--- src/rtl/suite_pkg.sv ---
// Shared constants and types for the 240p suite input front-end.
package suite_pkg;

  localparam int LEVEL_W         = 4;
  localparam int LEVEL_MAX_DEF   = 10;
  localparam int LEVEL_RESET_DEF = 10;

  typedef enum logic [1:0] {
    IDLE   = 2'd0,
    DELAY  = 2'd1,
    REPEAT = 2'd2
  } rpt_state_t;

endpackage

--- src/rtl/suite_input_ctrl_if.sv ---
// Button/level bundle between the raw button source and the suite level consumer.
interface suite_input_ctrl_if
  import suite_pkg::*;
#(
  parameter int N_BTN = 12
) ();

  logic [N_BTN-1:0]   btn_raw;
  logic [N_BTN-1:0]   btn_state;
  logic [N_BTN-1:0]   btn_press;
  logic [LEVEL_W-1:0] level;
  logic               level_chg;

  modport master (
    output btn_raw,
    input  btn_state, btn_press, level, level_chg
  );

  modport slave (
    input  btn_raw,
    output btn_state, btn_press, level, level_chg
  );

endinterface

--- src/rtl/suite_debounce.sv ---
// One button: 2-flop sync, stable-count debounce, registered rise pulse.
module suite_debounce #(
  parameter int DEBOUNCE_CYCLES = 4
) (
  input  logic clk,
  input  logic reset,
  input  logic raw,
  output logic state,
  output logic press
);

  localparam int CW = $clog2(DEBOUNCE_CYCLES + 1);

  logic          s1, s2;
  logic [CW-1:0] cnt;

  always_ff @(posedge clk) begin
    if (reset) begin
      s1    <= 1'b0;
      s2    <= 1'b0;
      cnt   <= '0;
      state <= 1'b0;
      press <= 1'b0;
    end else begin
      s1    <= raw;
      s2    <= s1;
      press <= 1'b0;
      if (s2 == state) begin
        cnt <= '0;
      end else if (cnt == CW'(DEBOUNCE_CYCLES - 1)) begin
        // Pulse rides with the flip so press and state rise together.
        state <= ~state;
        press <= ~state;
        cnt   <= '0;
      end else begin
        cnt <= cnt + CW'(1);
      end
    end
  end

endmodule

--- src/rtl/suite_input_ctrl.sv ---
// Button conditioner and wrapping layer level for the 240p suite.
// Define SUITE_INPUT_AUTOREPEAT_EN to add hold-to-repeat on the UP/DN buttons.
module suite_input_ctrl
  import suite_pkg::*;
#(
  parameter int N_BTN           = 12,
  parameter int DEBOUNCE_CYCLES = 4,
  parameter int LEVEL_MAX       = LEVEL_MAX_DEF,
  parameter int LEVEL_RESET     = LEVEL_RESET_DEF,
  parameter int UP_IDX          = 4,
  parameter int DN_IDX          = 5,
  parameter int REPEAT_DELAY    = 8,
  parameter int REPEAT_RATE     = 4
) (
  input  logic              clk,
  input  logic              reset,
  suite_input_ctrl_if.slave bus
);

  if (DEBOUNCE_CYCLES < 1 || LEVEL_MAX > 15 || LEVEL_RESET > LEVEL_MAX ||
      REPEAT_DELAY < 1 || REPEAT_RATE < 1) begin : g_bad_cfg
    $error("suite_input_ctrl: illegal parameter set");
  end

  logic [N_BTN-1:0]   btn_state;
  logic [N_BTN-1:0]   btn_press;
  logic [LEVEL_W-1:0] level;
  logic               level_chg;
  logic               rep_up, rep_dn;

  for (genvar i = 0; i < N_BTN; i++) begin : g_btn
    suite_debounce #(.DEBOUNCE_CYCLES(DEBOUNCE_CYCLES)) u_db (
      .clk   (clk),
      .reset (reset),
      .raw   (bus.btn_raw[i]),
      .state (btn_state[i]),
      .press (btn_press[i])
    );
  end

`ifdef SUITE_INPUT_AUTOREPEAT_EN
  localparam int RPT_MAX = (REPEAT_DELAY > REPEAT_RATE) ? REPEAT_DELAY : REPEAT_RATE;
  localparam int RCW     = $clog2(RPT_MAX + 1);

  rpt_state_t     rpt_st, rpt_nxt;
  logic [RCW-1:0] rcnt, rcnt_nxt;
  logic           dir_up, dir_up_nxt;
  logic           rep, both_held, dir_held;

  assign both_held = btn_state[UP_IDX] & btn_state[DN_IDX];
  assign dir_held  = dir_up ? btn_state[UP_IDX] : btn_state[DN_IDX];

  always_ff @(posedge clk) begin
    if (reset) begin
      rpt_st <= IDLE;
      rcnt   <= '0;
      dir_up <= 1'b0;
    end else begin
      rpt_st <= rpt_nxt;
      rcnt   <= rcnt_nxt;
      dir_up <= dir_up_nxt;
    end
  end

  always_comb begin
    rpt_nxt    = rpt_st;
    rcnt_nxt   = rcnt;
    dir_up_nxt = dir_up;
    rep        = 1'b0;
    if (both_held) begin
      rpt_nxt  = IDLE;
      rcnt_nxt = '0;
    end else begin
      case (rpt_st)
        IDLE: begin
          if (btn_press[UP_IDX] | btn_press[DN_IDX]) begin
            rpt_nxt    = DELAY;
            dir_up_nxt = btn_press[UP_IDX];
            rcnt_nxt   = '0;
          end
        end
        DELAY: begin
          if (!dir_held) begin
            rpt_nxt  = IDLE;
            rcnt_nxt = '0;
          end else if (rcnt == RCW'(REPEAT_DELAY - 1)) begin
            rep      = 1'b1;
            rpt_nxt  = REPEAT;
            rcnt_nxt = '0;
          end else begin
            rcnt_nxt = rcnt + RCW'(1);
          end
        end
        REPEAT: begin
          if (!dir_held) begin
            rpt_nxt  = IDLE;
            rcnt_nxt = '0;
          end else if (rcnt == RCW'(REPEAT_RATE - 1)) begin
            rep      = 1'b1;
            rcnt_nxt = '0;
          end else begin
            rcnt_nxt = rcnt + RCW'(1);
          end
        end
        default: begin
          rpt_nxt  = IDLE;
          rcnt_nxt = '0;
        end
      endcase
    end
  end

  assign rep_up = rep & dir_up;
  assign rep_dn = rep & ~dir_up;
`else
  assign rep_up = 1'b0;
  assign rep_dn = 1'b0;
`endif

  logic up, dn;
  assign up = btn_press[UP_IDX] | rep_up;
  assign dn = btn_press[DN_IDX] | rep_dn;

  always_ff @(posedge clk) begin
    if (reset) begin
      level     <= LEVEL_W'(LEVEL_RESET);
      level_chg <= 1'b0;
    end else begin
      level_chg <= 1'b0;
      // Simultaneous up and down cancel out entirely.
      if (up & ~dn) begin
        level     <= (level == LEVEL_W'(LEVEL_MAX)) ? '0 : level + LEVEL_W'(1);
        level_chg <= 1'b1;
      end else if (dn & ~up) begin
        level     <= (level == '0) ? LEVEL_W'(LEVEL_MAX) : level - LEVEL_W'(1);
        level_chg <= 1'b1;
      end
    end
  end

  assign bus.btn_state = btn_state;
  assign bus.btn_press = btn_press;
  assign bus.level     = level;
  assign bus.level_chg = level_chg;

endmodule

--- src/flat_wrapper.sv ---
// flat-port wrapper written by rule: the top's interface ports become plain ports
module suite_input_ctrl_flat import suite_pkg::*;
#(
  parameter int N_BTN           = 12,
  parameter int DEBOUNCE_CYCLES = 4,
  parameter int LEVEL_MAX       = LEVEL_MAX_DEF,
  parameter int LEVEL_RESET     = LEVEL_RESET_DEF,
  parameter int UP_IDX          = 4,
  parameter int DN_IDX          = 5,
  parameter int REPEAT_DELAY    = 8,
  parameter int REPEAT_RATE     = 4
)
  (clk, reset, bus_btn_raw, bus_btn_state, bus_btn_press, bus_level, bus_level_chg);
  suite_input_ctrl_if #(.N_BTN(N_BTN)) bus_i ();
  input  logic clk;
  input  logic reset;
  input wire logic [$bits(bus_i.btn_raw)-1:0] bus_btn_raw;
  output wire logic [$bits(bus_i.btn_state)-1:0] bus_btn_state;
  output wire logic [$bits(bus_i.btn_press)-1:0] bus_btn_press;
  output wire logic [$bits(bus_i.level)-1:0] bus_level;
  output wire logic [$bits(bus_i.level_chg)-1:0] bus_level_chg;
  assign bus_i.btn_raw = bus_btn_raw;
  assign bus_btn_state = bus_i.btn_state;
  assign bus_btn_press = bus_i.btn_press;
  assign bus_level = bus_i.level;
  assign bus_level_chg = bus_i.level_chg;
  suite_input_ctrl #(.N_BTN(N_BTN), .DEBOUNCE_CYCLES(DEBOUNCE_CYCLES), .LEVEL_MAX(LEVEL_MAX), .LEVEL_RESET(LEVEL_RESET), .UP_IDX(UP_IDX), .DN_IDX(DN_IDX), .REPEAT_DELAY(REPEAT_DELAY), .REPEAT_RATE(REPEAT_RATE)) u_core (.clk(clk), .reset(reset), .bus(bus_i));
endmodule
--- config.mk ---
export PLATFORM = sky130hd
export DESIGN_NAME = suite_input_ctrl_flat
export DESIGN_NICKNAME = d
export VERILOG_FILES = /design/src/rtl/suite_pkg.sv /design/src/rtl/suite_input_ctrl_if.sv /design/src/rtl/suite_debounce.sv /design/src/rtl/suite_input_ctrl.sv /design/src/flat_wrapper.sv
export SDC_FILE = /design/constraint.sdc
export NUM_CORES = 1
export LEC_CHECK = 0
export ABC_AREA = 1
export CAP_MARGIN = 20
export CORE_ASPECT_RATIO = 1.5
export CORE_UTILIZATION = 59
export CTS_CLUSTER_SIZE = 14
export DETAILED_ROUTE_END_ITERATION = 10
export GPL_TIMING_DRIVEN = 0
export HOLD_SLACK_MARGIN = 0.15
export PLACE_DENSITY = 0.84
export SYNTH_ARGS = -nofsm -noshare
export SYNTH_HDL_FRONTEND = slang
export SYNTH_SLANG_ARGS = --single-unit
--- constraint.sdc ---
create_clock -name clk -period 1.95 [get_ports clk]
set_input_delay 0.195 -clock clk [delete_from_list [all_inputs] [get_ports clk]]
set_output_delay 0.195 -clock clk [all_outputs]
set_load 0.005 [all_outputs]
==> results of run 1 <==
==> sequential cells by signal, indices dropped and copies added, names as in the netlist <==
| name | cells |
|---|---|
| u_core.g_btn.u_db.cnt | 36 |
| u_core.bus.level_chg | 1 |
| u_core.g_btn.u_db.s2 | 12 |
| u_core.g_btn.u_db.press | 12 |
| u_core.g_btn.u_db.state | 12 |
| u_core.g_btn.u_db.s1 | 12 |
| u_core.bus.level | 4 |
==> cells in the mapped netlist (all sizes together) <==
cell type,n
dfxtp,89
inv,81
nor2,73
buf,31
ha,29
a21oi,17
a211oi,12
nor4,12
o211ai,12
nand2,11
nand3,9
nand4,2
xor2,2
nor3,1
o21a,1
o21ai,1
==> routing by layer <==
layer | global-route usage | up-vias | wire, um
met5 | 0 | - | 0
met4 | 0.115 | 0 | 110
met3 | 0.0562 | 8 | 195
met2 | 0.419 | 39 | 3260
met1 | 0.220 | 1164 | 2360
li1 | - | 1288 | -
==> logic make-up after synthesis <==
group | count (synthesis) | synth area share
adder cells (fa/ha/maj) | 29 | 0.106
AO/OA/AOI/OAI | 43 | 0.0819
XOR/XNOR | 2 | 0.00510
AND/OR/NAND/NOR | 108 | 0.136
buffers and inverters | 112 | 0.153
flip-flops | 89 | 0.519
==> area by class of cell <==
cell class                 instances  area [um2]  share of cell area
sequential                        89        1780               0.428
multi-input combinational        182        1130               0.271
timing repair buffer              41         410              0.0986
inverter                          81         304              0.0731
buffer                            31         221              0.0532
clock buffer                      10         138              0.0331
clock inverter                     6        90.1              0.0216
tap                               70        87.6              0.0210
==> worst max path at each step <==
stage	startpoint	end	slack (ps)
after floorplan	u_core.bus.level[0]	u_core.bus.level[3]	700
after detailed placement	u_core.bus.level[0]	u_core.bus.level[3]	590
after global routing	u_core.g_btn[7].u_db.state	bus_btn_state[7]	280
final	u_core.g_btn[9].u_db.state	bus_btn_state[9]	350
after CTS	u_core.g_btn[9].u_db.state	bus_btn_state[9]	340
after global placement	u_core.bus.level[0]	u_core.bus.level[3]	620
==> power by group <==
part           switching [mW]  internal (mW)
sequential             0.0155           1.85
clock                   0.636          0.761
combinational          0.0614         0.0478
total                   0.713           2.66
==> per-stage QoR <==
stage	hold slack [ps]	setup WS [ps]	power, mW
5_1_grt	206	276	3.50
3_3_place_gp	389	619	2.01
6_report	183	347	3.37
2_1_floorplan	302	699	1.96
3_5_place_dp	396	587	2.01
4_1_cts	176	340	3.40
==> out/qor.txt, run 1 <==
Outcome - finished clean
Pwr per Cell Area - 809 mW/mm2
DRC - 0
Synthesized instance count - 383
Final Instance Count excl. Fillers - 510
# fillers - 398
Hold Crit Start - reset
Critical R2R Capture - u_core.bus.level[3]
Syn_area_per_cell - 8.97 um2
Initial antenna violation count - 0
Worst-path cell with the longest stage delay - clkdlybuf4s50_1
H-tree depth - 3
Detailed placement HPWL - 4190 um
Synthesized net count - 426
Cts bufs inserted - 9
Clk slew on worst S/H paths - 90 ps
Final instance area - 0.00416 mm2
CP required - 1750 ps
CTS Root Cell - clkbuf_8
Post-CTS Hold Fix Bufs - 0
Reg-to-reg setup timing slack - 590 ps
LEAKAGE - 1.80 nW
IO Count - 43
Clock Skews - 8.96 ps
Hold Path End - u_core.g_btn[3].u_db.press
Nets - 478
Starting density of the core - 0.621
Worst-Margin Slew - 310 ps
Final antenna-violating net count - 0
Top delay family on crit path - buffers and inverters
Final setup vio count - 0
Min Clock Period, post-route - 1600 ps
Full die area - 0.00614 mm2
CTS tree - done
Setup TNS - 0 ps
Largest net degree at the start of global routing - 16
Drt total wl - 5920 um
Die height - 95.5 um
Total track usage - 0.222
First-pass GRT wire length - 10400 um
RePlAce Congestion - 0.805
Clk buf depth - 2
WP data arrival - 1410 ps
Ys Warns - 0
Synth top area share - 0.519
Initial drt markers - 105
Crit Path Class - flip-flop to output pin
Via count - 2499
Worst r2r src - u_core.bus.level[0]
Commonest non-fill, non-tap cells in the layout - 89 x dfxtp_1, 79 x inv_1, 73 x nor2_1, 41 x clkdlybuf4s50_1, 29 x ha_1
Area of the mapped netlist - 0.00344 mm2
Commonest non-fill, non-tap cell in the layout - dfxtp_1
Die width - 64.3 um
Max IR drop VDD - 698 uV
Register bit count reported by yosys - 89
Max stage delay on crit path - 500 ps
Worst setup EP type - output pin
Placed cell count - 494
Final worst-path cycle share - 0.822
Gr ovfl total - 0
Core area - 0.00553 mm2
Critical path startpoint category - flip-flop
MaxCap Viol Count - 0
Sequential fraction of the synthesis area - 0.519
Synth top area cells - dfxtp_1 52%, ha_1 11%, inv_1 8.6%
Post-CTS Setup Bufs - 0
Post_cts resized - 0
Fin. Hold Viols - 0
Final Max Slew Viols - 0
Port Buf Inserts - 41
Crit-path max FO - 5
Worst Reg-to-Reg Cells - 8
Max Clock Freq - 624 MHz
Cell taking the most area after synthesis - dfxtp_1
RSZ-0062 raised after global routing - no
# clock sinks - 89
First-pass DRT Iterations - 4
Area Overhead vs Synth - 21.1%
Synth unique cells - 23
Num rows - 33
Layout cell share with drive strength beyond 1 - 0.120
Clk_lat worst skew - 360 ps
Max-slew headroom - 0.792
Vias in the first global route - 2477
Worst min path class - input port to flip-flop
Final core occ - 0.752
WHS Path Cells - 2
Routed len/inst - 11.6 um
Crit path cell chain - buf_4, clkdlybuf4s50_1
Antenna Cells - 0
Via density per instance - 4.90
Crit path depth - 2
Critical path buffers and inverters - 2
Area after DPL - 0.00393 mm2
Power figures use the tool's default switching activity.
==> inputs of run 2 (changes only) <==
- CORE_UTILIZATION: 59 -> 54
- PLACE_DENSITY: 0.84 -> 0.78
- clock period: 1.95 -> 1.5 ns (I/O delays scaled with it)
==> run 2 against run 1 <==
Clock skew fell by 1.2 ps. Final cell count grew 0.98%. Sequential share of layout area fell by 0.054 points. Die area grew 9.0%. Global-route usage decreased by 3.7 points. Wire length down 6.4%. Cell area is 2.4% higher. Worst hold slack improved by 0.89 ps. Largest power group unchanged.
==> out/qor.txt, run 2 (same netlist as run 1, synthesis figures left out) <==
Outcome - finished clean (unchanged)
Worst-Margin Slew - 322 ps (was 310 ps)
Via count - 2483 (was 2499)
Worst setup EP type - output pin (unchanged)
Total track usage - 0.185 (was 0.222)
RePlAce Congestion - 0.707 (was 0.805)
IO Count - 43 (unchanged)
Pwr per Cell Area - 1090 mW/mm2 (was 809 mW/mm2)
First-pass DRT Iterations - 4 (unchanged)
Drt total wl - 5540 um (was 5920 um)
Via density per instance - 4.82 (was 4.90)
Core area - 0.00613 mm2 (was 0.00553 mm2)
MaxCap Viol Count - 0 (unchanged)
Commonest non-fill, non-tap cell in the layout - inv_1 (was dfxtp_1)
Biggest register - u_core.g_btn.u_db.cnt (unchanged)
Die height - 99.7 um (was 95.5 um)
DRC - 0 (unchanged)
RSZ-0062 raised after global routing - no (unchanged)
Final core occ - 0.695 (was 0.752)
Cts bufs inserted - 9 (unchanged)
Max Clock Freq - 683 MHz
Crit Path Class - flip-flop to output pin (unchanged)
Antenna Cells - 0 (unchanged)
Commonest non-fill, non-tap cells in the layout - 79 x inv_1, 73 x nor2_1, 73 x dfxtp_1, 39 x clkdlybuf4s50_1, 29 x ha_1 (was 89 x dfxtp_1, 79 x inv_1, 73 x nor2_1, 41 x clkdlybuf4s50_1, 29 x ha_1)
Final setup vio count - 0 (unchanged)
# clock sinks - 89 (unchanged)
Setup ws final - 35.7 ps (was 347 ps)
Max reg flops - 36 (unchanged)
Worst min path class - input port to flip-flop (unchanged)
Nets - 479 (was 478)
CP required - 1350 ps (was 1750 ps)
Largest net degree at the start of global routing - 16 (unchanged)
Initial drt markers - 56 (was 105)
Critical path startpoint category - flip-flop (unchanged)
Final Max Slew Viols - 0 (unchanged)
WP data arrival - 1310 ps (was 1410 ps)
Clock Skews - 7.73 ps (was 8.96 ps)
Fin. Hold Viols - 0 (unchanged)
Area Overhead vs Synth - 24.0% (was 21.1%)
Max stage delay on crit path - 480 ps (was 500 ps)
Detailed placement HPWL - 3880 um (was 4190 um)
Crit-path max FO - 5 (unchanged)
Clk_lat worst skew - 340 ps (was 360 ps)
DP Worst Slack - 99.6 ps (was 587 ps)
Die width - 67.1 um (was 64.3 um)
Starting density of the core - 0.560 (was 0.621)
Layout cell share with drive strength beyond 1 - 0.156 (was 0.120)
Max IR drop VDD - 829 uV (was 698 uV)
Gr ovfl total - 0 (unchanged)
Hold slack final - 183 ps (about the same)
Clk slew on worst S/H paths - 80 ps (was 90 ps)
# fillers - 484 (was 398)
Min Clock Period, post-route - 1460 ps
Final antenna-violating net count - 0 (unchanged)
Final worst-path cycle share - 0.976
First-pass GRT wire length - 9340 um (was 10400 um)
Num rows - 35 (was 33)
LEAKAGE - 1.87 nW (was 1.80 nW)
Overall power consumption - 4.63 mW (was 3.37 mW)
Setup TNS - 0 ps (unchanged)
CTS Root Cell - clkbuf_8 (unchanged)
Initial antenna violation count - 0 (unchanged)
Max-slew headroom - 0.784 (was 0.792)
CTS tree - done (unchanged)
Routed len/inst - 10.8 um (was 11.6 um)
Port Buf Inserts - 41 (unchanged)
Vias in the first global route - 2292 (was 2477)
H-tree depth - 3 (unchanged)
Post-CTS Setup Bufs - 0 (unchanged)
Worst-path cell with the longest stage delay - clkdlybuf4s50_1 (unchanged)
Crit path cell chain - buf_4, clkdlybuf4s50_1 (unchanged)
Clk buf depth - 2 (unchanged)
Full die area - 0.00669 mm2 (was 0.00614 mm2)
[run 2: cell count changes in the layout (fill, tap and decap cells not counted)]
cell	change
bufinv_16	+2
dlymetal6s2s_1	+2
clkbuf_8	-1
dfxtp_4	+8
dfxtp_2	+8
dfxtp_1	-16
clkinv_4	+1
clkdlybuf4s50_1	-2
inv_6	-1
clkinvlp_4	-1
dlygate4sd3_1	+1
[run 2: area by class of cell]
class,count,area (um2),share of cell area
flip-flops and latches,89,1820,0.428
multi-input cells,182,1130,0.265
repair buffers,42,425,0.0999
inverters,81,304,0.0714
plain buffers,31,221,0.0520
clock inverters,7,143,0.0335
clock buffers,9,124,0.0291
well taps,74,92.6,0.0217
[run 2: what timing repair did]
| action | CTS | global route |
|---|---|---|
| gates resized for setup | 16 | 10 |
| hold buffers | 1 | 0 |
| setup endpoints to repair | 16 | 8 |
| endpoints found under the hold margin | 1 | 0 |
[run 2: path summary, 6_finish.rpt]
kind,start,cells past startpoint,endpoint,slack (ps)
min,reset,2,u_core.bus.level_chg,180
max reg2reg,u_core.bus.level[0],8,u_core.bus.level[3],190
max,u_core.g_btn[11].u_db.state,2,bus_btn_state[11],40
min reg2reg,u_core.g_btn[5].u_db.s1,2,u_core.g_btn[5].u_db.s2,410
[run 2: worst max-delay path: cells and delay by family, from the launching register on]
family / cells / cell delay, ps
flops: 1 / 380
buf+inv: 2 / 590
[run 2: where the power goes]
part | switching [mW] | total (mW) | leakage (nW) | internal (mW)
logic | 0.0780 | 0.142 | 1.01 | 0.0636
clock network | 0.803 | 2.08 | 0.133 | 1.28
registers | 0.0190 | 2.41 | 0.732 | 2.39
[run 2: per-layer routing]
metal  routed length, um  track usage
met5                   0            0
met4                 148        0.115
met1                2340        0.191
met2                2910        0.336
met3                 145       0.0264
[run 2: through the flow]
stage	area, um2	instances
6_report	4260	515
5_1_grt	4260	515
4_1_cts	4240	515
3_5_place_dp	3940	498
3_3_place_gp	3940	498
2_1_floorplan	3440	383
